`src/rtl/acc_cpu_pkg.sv`:
```
// Shared types and field helpers for the parametrised accumulator CPU.
// Opcode and FSM state encodings live here so the core and ALU agree on them.
package acc_cpu_pkg;

  typedef enum logic [2:0] {
    OP_HLT = 3'd0,
    OP_SKZ = 3'd1,
    OP_ADD = 3'd2,
    OP_AND = 3'd3,
    OP_XOR = 3'd4,
    OP_LDA = 3'd5,
    OP_STO = 3'd6,
    OP_JMP = 3'd7
  } opcode_e;

  typedef enum logic [2:0] {
    S_FETCH   = 3'd0,
    S_DECODE  = 3'd1,
    S_EXEC_RD = 3'd2,
    S_EXEC_WR = 3'd3,
    S_HALTED  = 3'd4
  } state_e;

  localparam int OPC_W = 3;

  // Opcode occupies the top OPC_W bits of the instruction word.
  function automatic int opc_lsb(input int data_w);
    return data_w - OPC_W;
  endfunction

endpackage

```
`src/rtl/acc_alu.sv`:
```
// Combinational ALU for the accumulator CPU: ADD (carry dropped), AND, XOR, LDA.
// Any other opcode passes the accumulator through unchanged.
module acc_alu
  import acc_cpu_pkg::*;
#(
  parameter int DATA_W = 8
) (
  input  opcode_e           op,
  input  logic [DATA_W-1:0] a,
  input  logic [DATA_W-1:0] b,
  output logic [DATA_W-1:0] result
);

  always_comb begin
    result = a;
    case (op)
      OP_ADD:  result = a + b;
      OP_AND:  result = a & b;
      OP_XOR:  result = a ^ b;
      OP_LDA:  result = b;
      default: result = a;
    endcase
  end

endmodule

```
`src/rtl/acc_cpu_core.sv`:
```
// Multi-cycle accumulator CPU with req/ack memory port, resume-from-halt and single-step.
// state     | meaning
// S_FETCH   | read instruction at pc, pc++ on ack
// S_DECODE  | dispatch; HLT/SKZ/JMP retire here
// S_EXEC_RD | read operand, update acc on ack
// S_EXEC_WR | write acc to operand address
// S_HALTED  | idle until resume
module acc_cpu_core
  import acc_cpu_pkg::*;
#(
  parameter int              DATA_W   = 8,
  parameter int              ADDR_W   = 5,
  parameter logic [ADDR_W-1:0] RESET_PC = '0
) (
  input  logic              clk,
  input  logic              rst,
  output logic              mem_req,
  output logic              mem_we,
  output logic [ADDR_W-1:0] mem_addr,
  output logic [DATA_W-1:0] mem_wdata,
  input  logic              mem_ack,
  input  logic [DATA_W-1:0] mem_rdata,
  input  logic              resume,
  input  logic              step_en,
  output logic              halted,
  output logic              retire,
  output logic [ADDR_W-1:0] pc,
  output logic [DATA_W-1:0] acc
);

  state_e            state, state_nxt;
  logic [ADDR_W-1:0] pc_nxt;
  logic [DATA_W-1:0] ir, ir_nxt;
  logic [DATA_W-1:0] acc_nxt;
  logic [DATA_W-1:0] alu_result;
  logic [ADDR_W-1:0] opnd_addr;
  opcode_e           op;
  logic              zero;
  state_e            after_retire;

  assign op        = opcode_e'(ir[opc_lsb(DATA_W) +: OPC_W]);
  assign opnd_addr = ir[ADDR_W-1:0];
  assign zero      = (acc == '0);

  acc_alu #(.DATA_W(DATA_W)) u_alu (
    .op     (op),
    .a      (acc),
    .b      (mem_rdata),
    .result (alu_result)
  );

  // Gating with rst drops an in-flight request the moment reset asserts.
  assign mem_req   = rst && (state == S_FETCH || state == S_EXEC_RD || state == S_EXEC_WR);
  assign mem_we    = mem_req && (state == S_EXEC_WR);
  assign mem_addr  = (state == S_FETCH) ? pc : opnd_addr;
  assign mem_wdata = acc;
  assign halted    = (state == S_HALTED);

  always_ff @(posedge clk or negedge rst) begin
    if (!rst) begin
      state <= S_FETCH;
      pc    <= RESET_PC;
      ir    <= '0;
      acc   <= '0;
    end else begin
      state <= state_nxt;
      pc    <= pc_nxt;
      ir    <= ir_nxt;
      acc   <= acc_nxt;
    end
  end

  always_comb begin
    state_nxt    = state;
    pc_nxt       = pc;
    ir_nxt       = ir;
    acc_nxt      = acc;
    retire       = 1'b0;
    after_retire = step_en ? S_HALTED : S_FETCH;
    case (state)
      S_FETCH: begin
        if (mem_ack) begin
          ir_nxt    = mem_rdata;
          pc_nxt    = pc + 1'b1;
          state_nxt = S_DECODE;
        end
      end
      S_DECODE: begin
        case (op)
          OP_HLT: begin
            retire    = 1'b1;
            state_nxt = S_HALTED;
          end
          OP_SKZ: begin
            retire    = 1'b1;
            if (zero) pc_nxt = pc + 1'b1;
            state_nxt = after_retire;
          end
          OP_JMP: begin
            retire    = 1'b1;
            pc_nxt    = opnd_addr;
            state_nxt = after_retire;
          end
          OP_STO:  state_nxt = S_EXEC_WR;
          default: state_nxt = S_EXEC_RD;
        endcase
      end
      S_EXEC_RD: begin
        if (mem_ack) begin
          acc_nxt   = alu_result;
          retire    = 1'b1;
          state_nxt = after_retire;
        end
      end
      S_EXEC_WR: begin
        if (mem_ack) begin
          retire    = 1'b1;
          state_nxt = after_retire;
        end
      end
      S_HALTED: begin
        if (resume) state_nxt = S_FETCH;
      end
      default: state_nxt = S_FETCH;
    endcase
  end

endmodule

```
`config.mk`:
```
export PLATFORM = sky130hd
export DESIGN_NAME = acc_cpu_core
export DESIGN_NICKNAME = d
export VERILOG_FILES = /design/src/rtl/acc_cpu_pkg.sv /design/src/rtl/acc_alu.sv /design/src/rtl/acc_cpu_core.sv
export SDC_FILE = /design/constraint.sdc
export NUM_CORES = 1
export LEC_CHECK = 0
export ABC_AREA = 1
export ABC_CLOCK_PERIOD_IN_PS = 3000
export CAP_MARGIN = 20
export CORE_MARGIN = 2
export CORE_UTILIZATION = 55
export DETAILED_ROUTE_END_ITERATION = 16
export PLACE_DENSITY = 0.95
export SETUP_SLACK_MARGIN = 0.15
export SLEW_MARGIN = 20
export SYNTH_ARGS = -nofsm -noshare
export SYNTH_HDL_FRONTEND = slang
export SYNTH_HIERARCHICAL = 1
export SYNTH_SLANG_ARGS = --single-unit
```
`constraint.sdc`:
```
create_clock -name clk -period 3 [get_ports clk]
set_clock_uncertainty 0.2 [all_clocks]
set_input_delay 0.6 -clock clk [delete_from_list [all_inputs] [get_ports clk]]
set_output_delay 0.6 -clock clk [all_outputs]
set_load 0.01 [all_outputs]
```
==> flow_metrics.py, run 1 <==
metrics = {
    "logic_synthesis": {
        "ys_types": 28,
        "synth_edf_count": 0,
        "seq_area_frac_synth": 0.2824,
        "yosys_warnings": 6,
        "avgSynthCellArea_um2": 6.774,
        "synth_fp_nets": 337,
        "syn_area_mm2": 0.002127,
        "synthFlopType": "dfrtp_1",
        "synth_async_sr_flop_share": 1.000,
        "postSynthCellCount": 314,
        "ys_ff_latch": 24,
    },
    "clocking": {
        "clkLatencyLatePin_ns": 0.26,
        "cts_buffers": 3,
        "h-tree-depth": 1,
        "clkTransAtPathRegs_ns": 0.09,
        "post_cts_buffers": 0,
        "clockBufferDepth": 2,
        "cts_tree": "done",
        "clock-sinks": 24,
        "clockRootBuffer": "clkbuf_8",
    },
    "pwr": {
        "ir_drop_mv": 0.4960,
        "finalPower_w": 0.002675,
        "power.density_mw_per_mm2": 1041,
        "p_leak_nw": 1.287,
    },
    "route": {
        "postRouteAntennaNets": 0,
        "wirelength_mm": 4.854,
        "first_pass_iters": 4,
        "wire_per_inst_um": 12.26,
        "vias": 2091,
        "drc": 0,
        "first_iter_violations": 137,
        "viasPerCell": 5.280,
    },
    "floorplan": {
        "start_util": 0.5767,
        "die_x_um": 66.19,
        "die_y_um": 66.19,
        "dieArea_mm2": 0.004380,
        "row_count": 22,
        "num_io_pins": 43,
        "core_mm2": 0.003689,
    },
    "sta": {
        "drv_slew": 0,
        "min_period_over_period": 0.9041,
        "finalWorstSetupSlack_ns": 0.2877,
        "max_freq_mhz": 368.7,
        "finalSetupTns_ns": 0,
        "hold_ws_ns": 0.3062,
        "hold_viol_final": 0,
        "setup_viol": 0,
        "max_slew_margin": 0.6959,
        "worst_pin_slew_ns": 0.4556,
        "period_minus_slack_ns": 2.712,
        "rsz0062_at_grt": "false",
    },
    "finish": {
        "finalNetCount": 373,
        "drive_gt1_frac": 0.1494,
        "diodes": 0,
        "syn_to_final_growth_pct": 20.82,
    },
    "setup_path": {
        "critPathMaxFanout": 11,
        "crit_start": "state[0]",
        "cpMostUsedCell": "nand2_1",
        "slowest_delay_ns": 0.52,
        "crit_type": "reg -> out",
        "endpoint_kind": "output pin",
        "cp_cell_sequence": "inv_1 -> nand2_2 -> inv_4 -> nand2_1 -> nand2_1 -> clkdlybuf4s50_1",
        "startpoint_type": "flip-flop",
        "cp.required_ns": 2.20,
        "critPathSlowestCell": "clkdlybuf4s50_1",
        "worstReg2RegStart": "acc[0]",
        "cp.arrival_ns": 1.91,
    },
    "status": {
        "run_status": "finished clean",
    },
    "placed_design": {
        "place_ws_ns": 0.2741,
        "place_hpwl_mm": 3.739,
        "numPortBuffers": 42,
        "gp_congestion": 0.9333,
    },
    "hold_path": {
        "hold_path_class": "reg -> reg",
        "hold_path_startpoint": "ir[4]",
    },
    "flow_run": {
        "drv_cap": 0,
    },
    "global_routing": {
        "antenna_found_initial": 0,
        "grt_max_degree": 25,
        "grt_pass1_vias": 1883,
        "overflow": 0,
        "grt_first_pass_wirelength_mm": 8.231,
        "grt.total_usage": 0.2393,
    },
}
final cells by class:
| class | count | area [µm²] |
|---|---|---|
| Timing Repair Buffer | 44 | 435.4 |
| Clock buffer | 3 | 41.29 |
| Tap cell | 48 | 60.06 |
| Fill cell | 324 | 1119 |
| Sequential cell | 24 | 600.6 |
| Inverter | 46 | 180.2 |
| Multi-Input combinational cell | 231 | 1252 |
Yosys cell counts (5+ instances only):
master / count / area [µm²]
nand2_2: 10 / 62.56
buf_4: 10 / 75.07
ha_1: 9 / 112.6
nor2_4: 5 / 56.30
nand2_1: 105 / 394.1
o21ai_0: 11 / 55.05
inv_1: 38 / 142.6
nand4_1: 9 / 56.30
nand3_1: 23 / 115.1
nor2_1: 15 / 56.30
inv_2: 6 / 22.52
dfrtp_1: 24 / 600.6
o21ai_1: 5 / 25.02
a21oi_1: 8 / 40.04
a21oi_2: 9 / 78.83
nor2_2: 7 / 43.79
through the flow:
| step | instances | utilization | area [µm²] |
|---|---|---|---|
| final | 396 | 0.6967 | 2570 |
| after global routing | 396 | 0.6967 | 2570 |
| after CTS | 396 | 0.6961 | 2567 |
| after detailed placement | 393 | 0.6849 | 2526 |
| after global placement | 393 | 0.6849 | 2526 |
| after floorplan | 314 | - | 2127 |
flip-flops by register name (all words and copies together) (netlist names):
| signal | count |
|---|---|
| acc | 8 |
| pc | 5 |
| state | 3 |
| ir | 8 |
cell usage in the layout, fill, tap and decap left out:
cell	Yosys	routed
nand2_2	10	10
inv_1	38	38
nor2_2	7	7
inv_4	2	3
nand3_1	23	23
nor2_1	15	15
buf_4	10	2
nand3_2	3	3
inv_2	6	5
nor3_1	2	2
a21oi_1	8	8
nand4_1	9	9
nor2_8	1	1
nand2_1	105	105
a22o_1	1	1
dfrtp_1	24	24
a21oi_2	9	9
nand2_4	3	3
nor2_4	5	5
clkbuf_8	0	3
a31oi_1	1	1
nor3_2	1	1
fa_1	1	1
xnor2_1	2	2
o21ai_1	5	5
clkdlybuf4s50_1	0	42
o21ai_0	11	11
ha_1	9	9
worst paths after layout:
path | slack [ns] | end | cells past startpoint
min reg2reg | 0.31 | ir[4] | 2
max | 0.29 | mem_addr[2] | 6
max reg2reg | 0.89 | acc[6] | 10
max in group asynchronous | 1.82 | ir[2] | 2
min in group asynchronous | 0.54 | state[2] | 2
min | 0.31 | ir[4] | 2
kinds of logic after synthesis:
logic type      Yosys count  synth area share
compound gates           35            0.1006
xor+xnor                  2          0.008237
fa+ha+maj                10           0.06235
buf+inv                  59            0.1288
flops                    24            0.2824
simple gates            184            0.4176
timing repair:
item,CTS,global route
endpoints found under the setup margin,0,3
hold buffers,0,0
resized for setup,0,1
worst max-delay path, delay by kind of cell (launching register included):
kind	cells	cell delay, ns
buf+inv	3	0.88
flops	1	0.42
simple gates	3	0.34
routing by layer:
metal,track usage,vias up,wire (µm)
met3,0.01533,6,259
met1,0.3039,957,2124
met4,0.06633,0,49
met5,0,-,0
li1,-,1057,-
met2,0.4350,71,2420
power breakdown:
part	internal [W]	total, W	switching [W]
clock network	0.0000897	0.000188	0.0000988
registers	0.000465	0.000667	0.000202
logic	0.000779	0.00182	0.00104
Note: power is estimated with default switching activity, not from simulation.
==> run 2, diff against run 1 <==
Settings changed: PLACE_DENSITY 0.95 to 0.81.
==> run 2 against run 1 <==
Effect of this change:
- die area is the same
- critical path type is now in -> out
- cell count up 0.25%
- via count shrank 1.6%
- highest routed layer unchanged
- combinational power about the same
- clock-buffer cell count unchanged
- global-route usage up 1.6 points
- final area up 1.2%
- utilization up 0.85 points
- setup slack better by 0.012 ns
- critical path depth fell by 2
- first-iteration DRC count down 29%
- worst hold slack improved by 0.0046 ns
==> flow_metrics.py, run 2 (synthesized netlist as in run 1, its figures left out) <==
metrics = {
    "finish": {
        "drive_gt1_frac": 0.1547,
        "layout_commonest_cell": "nand2_1",
        "reg_top3": "acc x8, ir x8, pc x5",
        "diodes": 0,
        "finalNetCount": 373,
        "fin_cells": 397,
        "final_cell_mix": "nand2_1, clkdlybuf4s50_1, inv_1",
        "post-route-util": 0.7052,
        "syn_to_final_growth_pct": 22.29,
    },
    "floorplan": {
        "die_x_um": 66.19,
        "row_count": 22,
        "dieArea_mm2": 0.004380,
        "num_io_pins": 43,
        "core_mm2": 0.003689,
        "die_y_um": 66.19,
        "start_util": 0.5767,
    },
    "route": {
        "first_iter_violations": 97,
        "drc": 0,
        "wirelength_mm": 4.944,
        "viasPerCell": 5.184,
        "first_pass_iters": 5,
        "wire_per_inst_um": 12.45,
        "vias": 2058,
        "postRouteAntennaNets": 0,
    },
    "pwr": {
        "p_comb_frac": 0.655,
        "ir_drop_mv": 0.5746,
        "clockPowerShare": 0.105,
        "p_sw_w": 0.001355,
        "p_leak_nw": 1.300,
        "intPower_w": 0.001422,
        "swShare": 0.4880,
        "p_seq_frac": 0.241,
        "power.density_mw_per_mm2": 1068,
    },
    "setup_path": {
        "worstReg2RegStart": "acc[0]",
        "rrSetupSlack_ns": 0.90,
        "cpMostUsedCell": "clkdlybuf4s50_1",
        "crit_type": "in -> out",
        "crit_start": "rst",
        "cp_cell_sequence": "clkdlybuf4s50_1 -> inv_1 -> nor3_1 -> clkdlybuf4s50_1",
        "cp_num_cells": 4,
        "endpoint": "mem_we",
        "critPathSlowestCell": "clkdlybuf4s50_1",
        "slowest_delay_ns": 0.56,
        "path_buf_inv": 3,
        "critPathMaxFanout": 2,
        "endpoint_kind": "output pin",
        "startpoint_type": "primary input",
        "critPathTopFamily": "buffers and inverters",
        "cp.arrival_ns": 1.90,
        "reg2regPathDepth": 10,
        "cp.required_ns": 2.20,
        "reg2reg_to": "acc[6]",
    },
    "clocking": {
        "cts_buffers": 3,
        "cts_tree": "done",
        "hold_buffers": 0,
        "clockBufferDepth": 2,
        "clkLatencyLatePin_ns": 0.27,
        "clock-sinks": 24,
        "clkTransAtPathRegs_ns": 0.09,
        "post_cts_buffers": 0,
        "clockRootBuffer": "clkbuf_8",
        "ctsResizeCount": 0,
        "h-tree-depth": 1,
    },
    "status": {
        "run_status": "finished clean",
    },
    "placed_design": {
        "place_ws_ns": 0.2726,
        "place_hpwl_mm": 3.848,
        "dp_cells": 393,
        "numPortBuffers": 42,
        "gp_congestion": 0.9115,
    },
    "global_routing": {
        "grt_pass1_vias": 1986,
        "antenna_found_initial": 0,
        "grt_first_pass_wirelength_mm": 8.700,
        "grt.total_usage": 0.2551,
        "overflow": 0,
        "grt_max_degree": 25,
    },
    "sta": {
        "finalWorstSetupSlack_ns": 0.3000,
        "drv_slew": 0,
        "finalSetupTns_ns": 0,
        "rsz0062_at_grt": "false",
        "max_slew_margin": 0.6974,
        "setup_viol": 0,
        "hold_ws_ns": 0.3108,
        "hold_viol_final": 0,
        "period_minus_slack_ns": 2.700,
        "worst_pin_slew_ns": 0.4534,
        "max_freq_mhz": 370.4,
        "min_period_over_period": 0.9000,
    },
    "flow_run": {
        "drv_cap": 0,
    },
    "hold_path": {
        "hold_path_class": "reg -> reg",
    },
}
run 2: how the worst min path moves through the flow:
stage           from     end  slack [ns]  cells past startpoint
2_1_floorplan    rst  acc[0]        0.10                      0
3_5_place_dp   ir[3]   ir[3]        0.29                      2
4_1_cts        ir[3]   ir[3]        0.32                      2
5_1_grt        ir[3]   ir[3]        0.32                      2
3_3_place_gp   ir[3]   ir[3]        0.29                      2
6_report       ir[3]   ir[3]        0.31                      2
run 2: metal layers:
layer / GRT usage / vias to the layer above / wire, µm
li1: - / 1053 / -
met1: 0.3513 / 955 / 2299
met2: 0.4325 / 48 / 2375
met3: 0.02385 / 2 / 244
met4: 0.05867 / 0 / 25
met5: 0 / - / 0
run 2: through the flow:
stage          area [µm²]  power, W
2_1_floorplan        2127  0.001927
3_3_place_gp         2526  0.002436
3_5_place_dp         2526  0.002474
4_1_cts              2597  0.002776
5_1_grt              2601  0.003053
6_report             2601  0.002777
run 2: power by group through the flow:
stage / Sequential, W / Clock (W) / Combinational, W
finish: 0.000668 / 0.000290 / 0.00182
CTS: 0.000664 / 0.000297 / 0.00181
global placement: 0.000659 / 0 / 0.00178
detailed placement: 0.000669 / 0 / 0.00180
global route: 0.000697 / 0.000307 / 0.00205
floorplan: 0.000655 / 0 / 0.00127
run 2: area by class of cell:
type,instances,area (µm²)
clock buffers,3,41.29
clock inverters,1,30.03
well taps,48,60.06
inverters,46,180.2
multi-input cells,231,1252
fillers,331,1087
flip-flops and latches,24,601.8
repair buffers,44,435.4
run 2: worst reg2reg max path: stages (launching register included):
cell	delay (ns)
dfrtp_1	0.43
ha_1	0.26
fa_1	0.41
nand3_1	0.12
nand2_1	0.09
nand2_1	0.09
nand3_1	0.06
nand3_1	0.08
nand4_1	0.08
nor2_1	0.13
a21oi_2	0.04
